File: config.mk
export PLATFORM = sky130hd
export DESIGN_NAME = interboard_tx_arbiter_flat
export DESIGN_NICKNAME = d
export VERILOG_FILES = /design/src/rtl/interboard_tx_arbiter_pkg.sv /design/src/rtl/interboard_tx_arbiter_if.sv /design/src/rtl/interboard_tx_arbiter_arb_pick.sv /design/src/rtl/interboard_tx_arbiter.sv /design/src/flat_wrapper.sv
export SDC_FILE = /design/constraint.sdc
export NUM_CORES = 1
export LEC_CHECK = 0
export CAP_MARGIN = 20
export CORE_UTILIZATION = 45
export CTS_CLUSTER_DIAMETER = 80
export DETAILED_ROUTE_END_ITERATION = 10
export PLACE_DENSITY = 0.79
export RECOVER_POWER = 25
export SETUP_SLACK_MARGIN = 0.4
export SYNTH_ARGS = -nofsm -noshare
export SYNTH_HDL_FRONTEND = slang
export SYNTH_SLANG_ARGS = --single-unit
File: constraint.sdc
create_clock -name clk -period 3.9 [get_ports clk]
set_input_delay 0.78 -clock clk [delete_from_list [all_inputs] [get_ports clk]]
set_output_delay 0.78 -clock clk [all_outputs]
set_load 0.05 [all_outputs]
File: src/rtl/interboard_tx_arbiter_pkg.sv
// -----------------------------------------------------------------------------
// interboard_tx_arbiter_pkg
// Shared constants for the inter-board transmit arbiter: packet width and field
// layout, FSM state encodings, the WAIT_BUSY timeout and a packet builder.
// Configuration macro used elsewhere in this slice: ARB_ROUND_ROBIN_EN.
// -----------------------------------------------------------------------------
package interboard_tx_arbiter_pkg;

  localparam int PKT_W = 22;

  // Field offsets (LSB of each field), MSB->LSB packing.
  localparam int MOVE_DIR_LSB = 21;
  localparam int MSG_TYPE_LSB = 17;
  localparam int CARD_LSB     = 11;
  localparam int SEL_LEN_LSB  = 8;
  localparam int BLOCK_X_LSB  = 3;
  localparam int BLOCK_Y_LSB  = 0;

  typedef struct packed {
    logic       move_dir;
    logic [3:0] msg_type;
    logic [5:0] card;
    logic [2:0] sel_len;
    logic [4:0] block_x;
    logic [2:0] block_y;
  } pkt_t;

  // FSM state encodings.
  localparam int ST_W = 2;
  localparam logic [1:0] ST_IDLE      = 2'd0;
  localparam logic [1:0] ST_ISSUE     = 2'd1;
  localparam logic [1:0] ST_WAIT_BUSY = 2'd2;
  localparam logic [1:0] ST_WAIT_DONE = 2'd3;

  // Cycles the sender may keep inter_ready high after an issue strobe before
  // the arbiter assumes the message was taken anyway.
  localparam int BUSY_TIMEOUT = 4;

  function automatic logic [PKT_W-1:0] make_pkt(
    input logic       move_dir,
    input logic [3:0] msg_type,
    input logic [5:0] card,
    input logic [2:0] sel_len,
    input logic [4:0] block_x,
    input logic [2:0] block_y
  );
    pkt_t p;
    p.move_dir = move_dir;
    p.msg_type = msg_type;
    p.card     = card;
    p.sel_len  = sel_len;
    p.block_x  = block_x;
    p.block_y  = block_y;
    return p;
  endfunction

endpackage

File: src/rtl/interboard_tx_arbiter_if.sv
// -----------------------------------------------------------------------------
// interboard_tx_arbiter_if
// Bundles the requester side and the sender side of the arbiter.
//   req_en / req_pkt   : per-requester one-cycle request pulse and packet
//   inter_ready        : sender idle and able to accept
//   ctrl_en, ctrl_*    : issue strobe and packet fields to the sender
//   req_done           : per-requester one-cycle completion pulse
//   req_pending        : per-requester slot occupied
//   overflow           : sticky, a request hit an occupied slot
//   dbg_state          : current arbiter FSM state
// Modports: slave = arbiter, master = handlers plus sender environment.
//
// Handshake: a request is a single-cycle req_en[i] pulse with no back-pressure;
// it is captured if slot i is empty (or freed in that same cycle), otherwise it
// is dropped and overflow is raised. Toward the sender, ctrl_en is a one-cycle
// strobe sent only while inter_ready=1; the sender acknowledges by dropping
// inter_ready and signals completion by raising it again.
// -----------------------------------------------------------------------------
interface interboard_tx_arbiter_if #(
  parameter int NUM_REQ = 4
);
  import interboard_tx_arbiter_pkg::*;

  logic [NUM_REQ-1:0]       req_en;
  logic [NUM_REQ*PKT_W-1:0] req_pkt;
  logic                     inter_ready;
  logic                     ctrl_en;
  logic                     ctrl_move_dir;
  logic [3:0]               ctrl_msg_type;
  logic [5:0]               ctrl_card;
  logic [2:0]               ctrl_sel_len;
  logic [4:0]               ctrl_block_x;
  logic [2:0]               ctrl_block_y;
  logic [NUM_REQ-1:0]       req_done;
  logic [NUM_REQ-1:0]       req_pending;
  logic                     overflow;
  logic [ST_W-1:0]          dbg_state;

  modport slave (
    input  req_en, req_pkt, inter_ready,
    output ctrl_en, ctrl_move_dir, ctrl_msg_type, ctrl_card, ctrl_sel_len,
           ctrl_block_x, ctrl_block_y, req_done, req_pending, overflow,
           dbg_state
  );

  modport master (
    output req_en, req_pkt, inter_ready,
    input  ctrl_en, ctrl_move_dir, ctrl_msg_type, ctrl_card, ctrl_sel_len,
           ctrl_block_x, ctrl_block_y, req_done, req_pending, overflow,
           dbg_state
  );

endinterface

File: src/rtl/interboard_tx_arbiter_arb_pick.sv
// -----------------------------------------------------------------------------
// arb_pick
// Combinational grant selection over the slot valid bits.
//   valid_i      : slot occupied bits
//   last_grant_i : most recent grant (used only by the round-robin policy)
//   grant_o      : chosen requester index
//   any_o        : at least one slot is valid
// ARB_ROUND_ROBIN_EN defined: search starts at (last_grant+1) mod NUM_REQ.
// Otherwise: fixed priority, lowest index wins.
// -----------------------------------------------------------------------------
module arb_pick #(
  parameter int NUM_REQ = 4,
  parameter int GW      = 2
) (
  input  logic [NUM_REQ-1:0] valid_i,
  input  logic [GW-1:0]      last_grant_i,
  output logic [GW-1:0]      grant_o,
  output logic               any_o
);
  import interboard_tx_arbiter_pkg::*;

  assign any_o = |valid_i;

`ifdef ARB_ROUND_ROBIN_EN
  always_comb begin
    logic          found;
    logic [GW-1:0] idx;
    grant_o = '0;
    found   = 1'b0;
    idx     = '0;
    for (int k = 1; k <= NUM_REQ; k++) begin
      idx = GW'((int'(last_grant_i) + k) % NUM_REQ);
      if (!found && valid_i[idx]) begin
        grant_o = idx;
        found   = 1'b1;
      end
    end
  end
`else
  logic unused_last;
  assign unused_last = ^last_grant_i;

  // Scan from the top so the lowest valid index is the last to write.
  always_comb begin
    grant_o = '0;
    for (int i = NUM_REQ - 1; i >= 0; i--) begin
      if (valid_i[i]) grant_o = GW'(i);
    end
  end
`endif

endmodule

File: src/rtl/interboard_tx_arbiter.sv
// -----------------------------------------------------------------------------
// interboard_tx_arbiter
// Shares the single inter-board transmit channel among game-control message
// handlers. Each requester owns a one-deep slot; slots are issued one at a
// time to the inter-board sender, paced on inter_ready.
// Ports:
//   clk            : system clock
//   rst            : synchronous active-high reset
//   interboard_rst : synchronous active-high reset, same effect as rst
//   bus            : interboard_tx_arbiter_if.slave (requests, sender, status)
// Configuration: define ARB_ROUND_ROBIN_EN for round-robin grant; default is
// fixed priority (lowest index wins) with no last-grant register.
// -----------------------------------------------------------------------------
module interboard_tx_arbiter #(
  parameter int NUM_REQ = 4
) (
  input  logic                   clk,
  input  logic                   rst,
  input  logic                   interboard_rst,
  interboard_tx_arbiter_if.slave bus
);
  import interboard_tx_arbiter_pkg::*;

  localparam int GW = (NUM_REQ > 1) ? $clog2(NUM_REQ) : 1;

  logic clr;
  assign clr = rst | interboard_rst;

  logic [NUM_REQ-1:0] valid_q, valid_d;
  logic [PKT_W-1:0]   pkt_q [NUM_REQ];
  logic [PKT_W-1:0]   pkt_d [NUM_REQ];
  logic [ST_W-1:0]    state_q, state_d;
  logic [GW-1:0]      grant_q, grant_d;
  logic [2:0]         cnt_q, cnt_d;
  logic [NUM_REQ-1:0] done_q, done_d;
  logic               ovf_q, ovf_d;
  logic               done_fire;

  logic [GW-1:0]      pick_grant;
  logic [GW-1:0]      last_grant;
  logic               pick_any;

  arb_pick #(
    .NUM_REQ (NUM_REQ),
    .GW      (GW)
  ) u_pick (
    .valid_i      (valid_q),
    .last_grant_i (last_grant),
    .grant_o      (pick_grant),
    .any_o        (pick_any)
  );

`ifdef ARB_ROUND_ROBIN_EN
  // Resets to NUM_REQ-1 so the very first search begins at requester 0.
  logic [GW-1:0] last_grant_q;
  always_ff @(posedge clk) begin
    if (clr) begin
      last_grant_q <= GW'(NUM_REQ - 1);
    end else if (state_q == ST_IDLE && state_d == ST_ISSUE) begin
      last_grant_q <= pick_grant;
    end
  end
  assign last_grant = last_grant_q;
`else
  assign last_grant = GW'(NUM_REQ - 1);
`endif

  // Transfer FSM. Grant is only evaluated in IDLE.
  always_comb begin
    state_d   = state_q;
    grant_d   = grant_q;
    cnt_d     = cnt_q;
    done_fire = 1'b0;
    case (state_q)
      ST_IDLE: begin
        if (pick_any && bus.inter_ready) begin
          grant_d = pick_grant;
          state_d = ST_ISSUE;
        end
      end
      ST_ISSUE: begin
        cnt_d   = '0;
        state_d = ST_WAIT_BUSY;
      end
      ST_WAIT_BUSY: begin
        // A sender that never drops ready is assumed to have taken the
        // message after BUSY_TIMEOUT cycles here.
        if (!bus.inter_ready || cnt_q == 3'(BUSY_TIMEOUT - 1)) begin
          state_d = ST_WAIT_DONE;
        end else begin
          cnt_d = cnt_q + 3'd1;
        end
      end
      ST_WAIT_DONE: begin
        if (bus.inter_ready) begin
          done_fire = 1'b1;
          state_d   = ST_IDLE;
        end
      end
      default: state_d = ST_IDLE;
    endcase
  end

  // Slot capture / release. A slot released this cycle may take a new packet
  // in the same cycle without raising overflow.
  always_comb begin
    valid_d = valid_q;
    pkt_d   = pkt_q;
    ovf_d   = ovf_q;
    done_d  = '0;
    if (done_fire) done_d[grant_q] = 1'b1;
    for (int i = 0; i < NUM_REQ; i++) begin
      logic free_i;
      free_i = done_fire && (grant_q == GW'(i));
      if (free_i) valid_d[i] = 1'b0;
      if (bus.req_en[i]) begin
        if (!valid_q[i] || free_i) begin
          valid_d[i] = 1'b1;
          pkt_d[i]   = bus.req_pkt[i*PKT_W +: PKT_W];
        end else begin
          ovf_d = 1'b1;
        end
      end
    end
  end

  always_ff @(posedge clk) begin
    if (clr) begin
      state_q <= ST_IDLE;
      grant_q <= '0;
      cnt_q   <= '0;
      valid_q <= '0;
      done_q  <= '0;
      ovf_q   <= 1'b0;
      for (int i = 0; i < NUM_REQ; i++) pkt_q[i] <= '0;
    end else begin
      state_q <= state_d;
      grant_q <= grant_d;
      cnt_q   <= cnt_d;
      valid_q <= valid_d;
      done_q  <= done_d;
      ovf_q   <= ovf_d;
      pkt_q   <= pkt_d;
    end
  end

  // Fields follow the granted slot from ISSUE through WAIT_DONE, zero in IDLE.
  pkt_t cur;
  assign cur = (state_q != ST_IDLE) ? pkt_t'(pkt_q[grant_q]) : pkt_t'('0);

  assign bus.ctrl_en       = (state_q == ST_ISSUE);
  assign bus.ctrl_move_dir = cur.move_dir;
  assign bus.ctrl_msg_type = cur.msg_type;
  assign bus.ctrl_card     = cur.card;
  assign bus.ctrl_sel_len  = cur.sel_len;
  assign bus.ctrl_block_x  = cur.block_x;
  assign bus.ctrl_block_y  = cur.block_y;
  assign bus.req_done      = done_q;
  assign bus.req_pending   = valid_q;
  assign bus.overflow      = ovf_q;
  assign bus.dbg_state     = state_q;

endmodule

File: src/flat_wrapper.sv
// flat-port wrapper written by rule: the top's interface ports become plain ports
module interboard_tx_arbiter_flat import interboard_tx_arbiter_pkg::*;
#(
  parameter int NUM_REQ = 4
)
  (clk, rst, interboard_rst, bus_req_en, bus_req_pkt, bus_inter_ready, bus_ctrl_en, bus_ctrl_move_dir, bus_ctrl_msg_type, bus_ctrl_card, bus_ctrl_sel_len, bus_ctrl_block_x, bus_ctrl_block_y, bus_req_done, bus_req_pending, bus_overflow, bus_dbg_state);
  interboard_tx_arbiter_if #(.NUM_REQ(NUM_REQ)) bus_i ();
  input  logic clk;
  input  logic rst;
  input  logic interboard_rst;
  input wire logic [$bits(bus_i.req_en)-1:0] bus_req_en;
  input wire logic [$bits(bus_i.req_pkt)-1:0] bus_req_pkt;
  input wire logic [$bits(bus_i.inter_ready)-1:0] bus_inter_ready;
  output wire logic [$bits(bus_i.ctrl_en)-1:0] bus_ctrl_en;
  output wire logic [$bits(bus_i.ctrl_move_dir)-1:0] bus_ctrl_move_dir;
  output wire logic [$bits(bus_i.ctrl_msg_type)-1:0] bus_ctrl_msg_type;
  output wire logic [$bits(bus_i.ctrl_card)-1:0] bus_ctrl_card;
  output wire logic [$bits(bus_i.ctrl_sel_len)-1:0] bus_ctrl_sel_len;
  output wire logic [$bits(bus_i.ctrl_block_x)-1:0] bus_ctrl_block_x;
  output wire logic [$bits(bus_i.ctrl_block_y)-1:0] bus_ctrl_block_y;
  output wire logic [$bits(bus_i.req_done)-1:0] bus_req_done;
  output wire logic [$bits(bus_i.req_pending)-1:0] bus_req_pending;
  output wire logic [$bits(bus_i.overflow)-1:0] bus_overflow;
  output wire logic [$bits(bus_i.dbg_state)-1:0] bus_dbg_state;
  assign bus_i.req_en = bus_req_en;
  assign bus_i.req_pkt = bus_req_pkt;
  assign bus_i.inter_ready = bus_inter_ready;
  assign bus_ctrl_en = bus_i.ctrl_en;
  assign bus_ctrl_move_dir = bus_i.ctrl_move_dir;
  assign bus_ctrl_msg_type = bus_i.ctrl_msg_type;
  assign bus_ctrl_card = bus_i.ctrl_card;
  assign bus_ctrl_sel_len = bus_i.ctrl_sel_len;
  assign bus_ctrl_block_x = bus_i.ctrl_block_x;
  assign bus_ctrl_block_y = bus_i.ctrl_block_y;
  assign bus_req_done = bus_i.req_done;
  assign bus_req_pending = bus_i.req_pending;
  assign bus_overflow = bus_i.overflow;
  assign bus_dbg_state = bus_i.dbg_state;
  interboard_tx_arbiter #(.NUM_REQ(NUM_REQ)) u_core (.clk(clk), .rst(rst), .interboard_rst(interboard_rst), .bus(bus_i));
endmodule
# == Word level (Yosys, flattened, before mapping) ==
# Cells that the tools add are included.
# word_totals
regBits,104
latch_bits,0
ramBits,0
rom_bits,0
in_bits,96
out_inout_bits,34
elab_cells,95
mem_count,0
# classes
n_addsub,1
n_mul,0
n_div,0
order_cmp,3
eq_ne,11
shift,0
n_mux,38
bitwise_logic,3
reduce_logical,29
# ops
operator,n
two-way mux 22 bit,3
binary-select mux 22 bit (select 2 bit),1
two-way mux 1 bit,23
two-way mux 2 bit,7
AND reduction 2 bit,6
"equality test 2 bit, second input constant",4
one-hot mux 2 bit (4 select lines),1
logical AND 1 bit,6
one-hot mux 3 bit (2 select lines),1
logical NOT 1 bit,5
logical OR 1 bit,5
"equality test 2 x 1 -> 1 bit, second input constant",2
logical NOT 2 bit,2
"!= test 2 x 1 -> 1 bit, second input constant",2
"!= test 2 bit, second input constant",2
nonzero test 2 bit,2
OR reduction 4 bit,1
"adder 3 x 1 -> 3 bit, second input constant",1
"equality test 3 x 2 -> 1 bit, second input constant",1
">= comparator 3 bit, second input constant",1
"< comparator 2 x 3 -> 1 bit, second input constant",1
two-way mux 3 bit,1
inverter 2 -> 3 bit,1
AND reduction 3 bit,1
other kinds (5),5

# == Depth between registers and ports, before layout ==
# depth
ltp_word,12
depth_mapped,6
mapped_depth_nobuf,6

# == Hierarchy ==
# From an unflattened synthesis, not the netlist that was laid out.
# hier_totals
hier_cells,426
hier_area_um2,4625.7
# by_module_without_submodules
module,n_inst,cells_each,area_per_inst_um2,seq_area_each_um2
interboard_tx_arbiter,1,419,4590.7,2082.0
arb_pick,1,7,35.0,0.0

# == Worst setup path after synthesis ==
# No wires, ideal clock.
# synth_timing
kind,register to output
startpoint,"register u_core.state_q[0], in the netlist u_core.bus.dbg_state[0]"
endpoint,output bus_ctrl_block_x[0]
arrival_ps,2005
t_required_ps,3120
setup_slack_ps,1115
path_stages_with_launch,5
n_path_buf,1
path_cell_list,dfxtp_1 inv_1 ha_1 clkbuf_1 nor2b_1
# synth_via
elab_chain_len,2
# synth_rtl
item,line,rtl
"start, declared",interboard_tx_arbiter.sv:32,"logic [ST_W-1:0] state_q, state_d;"
"start signal, assigned",interboard_tx_arbiter.sv:137,state_q <= state_d;
nonzero test 2 bit,interboard_tx_arbiter.sv:149,assign cur = (state_q != ST_IDLE) ? pkt_t'(pkt_q[grant_q]) : pkt_t'('0);
two-way mux 22 bit,interboard_tx_arbiter.sv:149,
"end, declared",flat_wrapper.sv:19,output wire logic [$bits(bus_i.ctrl_block_x)-1:0] bus_ctrl_block_x;
# No other way between the ends.

# == Final worst setup path ==
# layout_timing
startpoint,"register u_core.state_q[0], in the netlist u_core.bus.dbg_state[0]"
endpoint,output bus_ctrl_block_x[1]
# Same word-level chain as after synthesis.

==> results.txt <==
Routed wire per std cell -> 16.2 um
Setup crit end kind -> output pin
DRC -> 0
CTS sink count -> 104
Pre-antenna DRT Iters -> 4
unrepaired setup endpoints after global routing -> no
Worst R2R Path Depth -> 6
crit path time final -> 3.39 ns
Pins Over Slew Limit -> 99
maximum clock path buffer count -> 2
vias after detailed routing -> 3488
largest net degree at the start of global routing -> 99
# diodes -> 0
Worst Path Required -> 3.12 ns
GPL Wtd Cong -> 0.771
P per Cell Area -> 337 nW/um^2
Critical Path Start -> u_core.bus.dbg_state[0]
met3 routed WL -> 590 um
Final nets -> 646
# IOs -> 130
H-tree lvl count -> 3
Post-synth top flop -> dfxtp_1
RR Endpoint -> u_core.pkt_q[28]
failing checks -> max-capacitance violations, max-slew violations
worst r2r src -> u_core.bus.dbg_state[0]
GRT overflow -> 0
CTS Buf Count -> 9
post-detail-place hpwl -> 7.68 mm
Netlist cell types -> 35
slew of the pin with the lowest slew margin -> 1.89 ns
Hold Fails Final Rpt -> 0
Critical Path End -> bus_ctrl_block_x[1]
antenna violations before repair -> 0
Hold Crit Class -> reg2reg
Post-Synthesis Cells -> 424
Synth Area per Inst -> 11.0 sq um
Arr. time, crit path -> 2.61 ns
1st-iter DRT viols -> 107
Async SR Flop Fraction -> 0%
Reg clk slew, reported paths -> 0.09 ns
Vias/cell -> 5.12
CTS tree -> yes
type of the worst setup path -> reg2out
Clock Latency Late Sink -> 0.35 ns
core area -> 9910 sq um
share of cells above drive strength 1 -> 10.2%
reg2reg setup slack -> 1.62 ns
most common cell after layout, fill and taps aside -> clkdlybuf4s50_1
Setup Viol. Count Final -> 0
commonest cells after routing, fill and taps aside -> 116 x clkdlybuf4s50_1, 102 x nor2_1, 102 x dfxtp_1
FILL cells -> 834
Die Span Y -> 104 um
Slew headroom -> -25.8%
P&R area growth vs syn -> 33.3%
die area -> 10800 sq um
initial core utilization -> 47.2%
synthesized area -> 4680 sq um
hold buffers post-CTS -> 0
Total Routing Usage GR -> 21.4%
met2 wire length -> 5.38 mm
final cycle utilization of the critical path -> 87.0%
Routed Antenna Nets -> 0
metal1 wirelength -> 4.84 mm
fmax -> 0.295 GHz
clock root buffer -> clkbuf_8
maximum vdd drop -> 0.000209 V
max_cap viols -> 1
Yosys reg bits -> 104
Post-Route Setup TNS -> 0 ns
Max Used Layer -> met4
Detailed Route WL -> 11.0 mm
startpoint type of the worst setup path -> register
die width -> 104 um
first-pass GRT wire length -> 18.3 mm
Post-synth EDFFs -> 0
Util after Layout -> 63.0%
worst-path fanout max -> 13
Leak -> 2.57 nW
Rows -> 36
Net Count, Synth -> 526
synth warn -> 0
status -> complete, but fails checks
IO buf count -> 129
vias in the first global route -> 3675
Layout Skew -> 0.00605 ns
share of the yosys chip area belonging to registers -> 44.5%
## state kept, by name, indices dropped and copies added, names as in the netlist
register,count
u_core.bus.req_pending,4
u_core.grant_q,2
u_core.pkt_q,88
u_core.bus.dbg_state,2
u_core.bus.req_done,4
u_core.cnt_q,3
u_core.bus.overflow,1
## synth_stat cells, types with 2 or more instances
cell | number | area share, %
mux2i_1 | 88 | 19
nor3b_1 | 3 | 0.48
buf_1 | 3 | 0.24
nand3_1 | 4 | 0.43
ha_1 | 6 | 1.6
o21ai_0 | 2 | 0.21
buf_2 | 4 | 0.43
nor2b_1 | 24 | 3.2
clkbuf_1 | 10 | 0.80
nor2_1 | 102 | 8.2
a21boi_4 | 3 | 1.2
buf_12 | 2 | 0.86
buf_6 | 8 | 1.9
nand2b_1 | 2 | 0.27
a31oi_1 | 3 | 0.40
a21oi_1 | 8 | 0.86
nand4b_4 | 2 | 1.0
nor3_1 | 3 | 0.32
dfxtp_1 | 104 | 44
inv_1 | 5 | 0.40
mux4_2 | 22 | 11
nand2_1 | 3 | 0.24
## layout make-up
| class | count | area (sq um) | share of cell area (%) |
|---|---|---|---|
| multi-input combinational | 287 | 2370 | 38.1 |
| sequential | 104 | 2090 | 33.5 |
| timing repair buffer | 137 | 1400 | 22.5 |
| tap | 133 | 166 | 2.67 |
| clock buffer | 12 | 145 | 2.33 |
| clock inverter | 3 | 42.5 | 0.682 |
| inverter | 5 | 18.8 | 0.301 |
## cells by family after synthesis
| kind of cell | synth area share [%] |
|---|---|
| adder cells (fa/ha/maj) | 1.60 |
| buffers and inverters | 4.81 |
| multiplexers | 29.4 |
| AND/OR/NAND/NOR | 16.1 |
| AO/OA/AOI/OAI | 3.66 |
| flip-flops | 44.5 |
## per-layer routing
layer / GRT usage [%] / vias to the layer above
met3: 5.76 / 16
met5: 0 / -
li1: - / 1708
met1: 26.5 / 1672
met2: 36.0 / 92
met4: 7.14 / 0
## how the worst min path moves through the flow
| stage | startpoint | to | slack [ns] | cells past startpoint |
|---|---|---|---|---|
| final | u_core.cnt_q[1] | u_core.cnt_q[1] | 0.49 | 2 |
| after global routing | u_core.cnt_q[1] | u_core.cnt_q[1] | 0.50 | 2 |
| after CTS | u_core.cnt_q[1] | u_core.cnt_q[1] | 0.49 | 2 |
| after detailed placement | u_core.cnt_q[1] | u_core.cnt_q[1] | 0.47 | 2 |
| after global placement | u_core.cnt_q[1] | u_core.cnt_q[1] | 0.46 | 2 |
| after floorplan | u_core.cnt_q[1] | u_core.cnt_q[1] | 0.45 | 2 |
## critical path, stage by stage (launching register included)
cell             delay (ns)
dfxtp_1                0.43
inv_1                  0.09
ha_1                   0.45
buf_4                  0.32
nor2b_1                0.14
clkdlybuf4s50_1        0.81
## through the flow
stage / instances / instance area [sq um] / hold slack (ns) / setup WS, ns / total power, mW
after floorplan: 424 / 4680 / 0.452 / 1.11 / 1.33
after global placement: 666 / 6040 / 0.460 / 0.684 / 1.47
after detailed placement: 666 / 6040 / 0.474 / 0.668 / 1.47
after CTS: 681 / 6230 / 0.487 / 0.426 / 2.13
after global routing: 681 / 6240 / 0.504 / 0.401 / 2.19
final: 681 / 6240 / 0.487 / 0.508 / 2.10
## what timing repair did
item / CTS / global route
gates cloned: 0 / 0
endpoints found under the setup margin: 20 / 7
pin swaps: 0 / 0
setup buffers: 0 / 0
gates resized for setup: 1 / 7
## where the power goes
| group | leakage [nW] | internal [mW] | switching [mW] | total, mW |
|---|---|---|---|---|
| combinational | 1.63 | 0.185 | 0.139 | 0.324 |
| clock | 0.0925 | 0.311 | 0.346 | 0.657 |
| sequential | 0.848 | 1.09 | 0.0280 | 1.12 |
| total | 2.57 | 1.59 | 0.513 | 2.10 |
(Power assumes the default switching activity.)
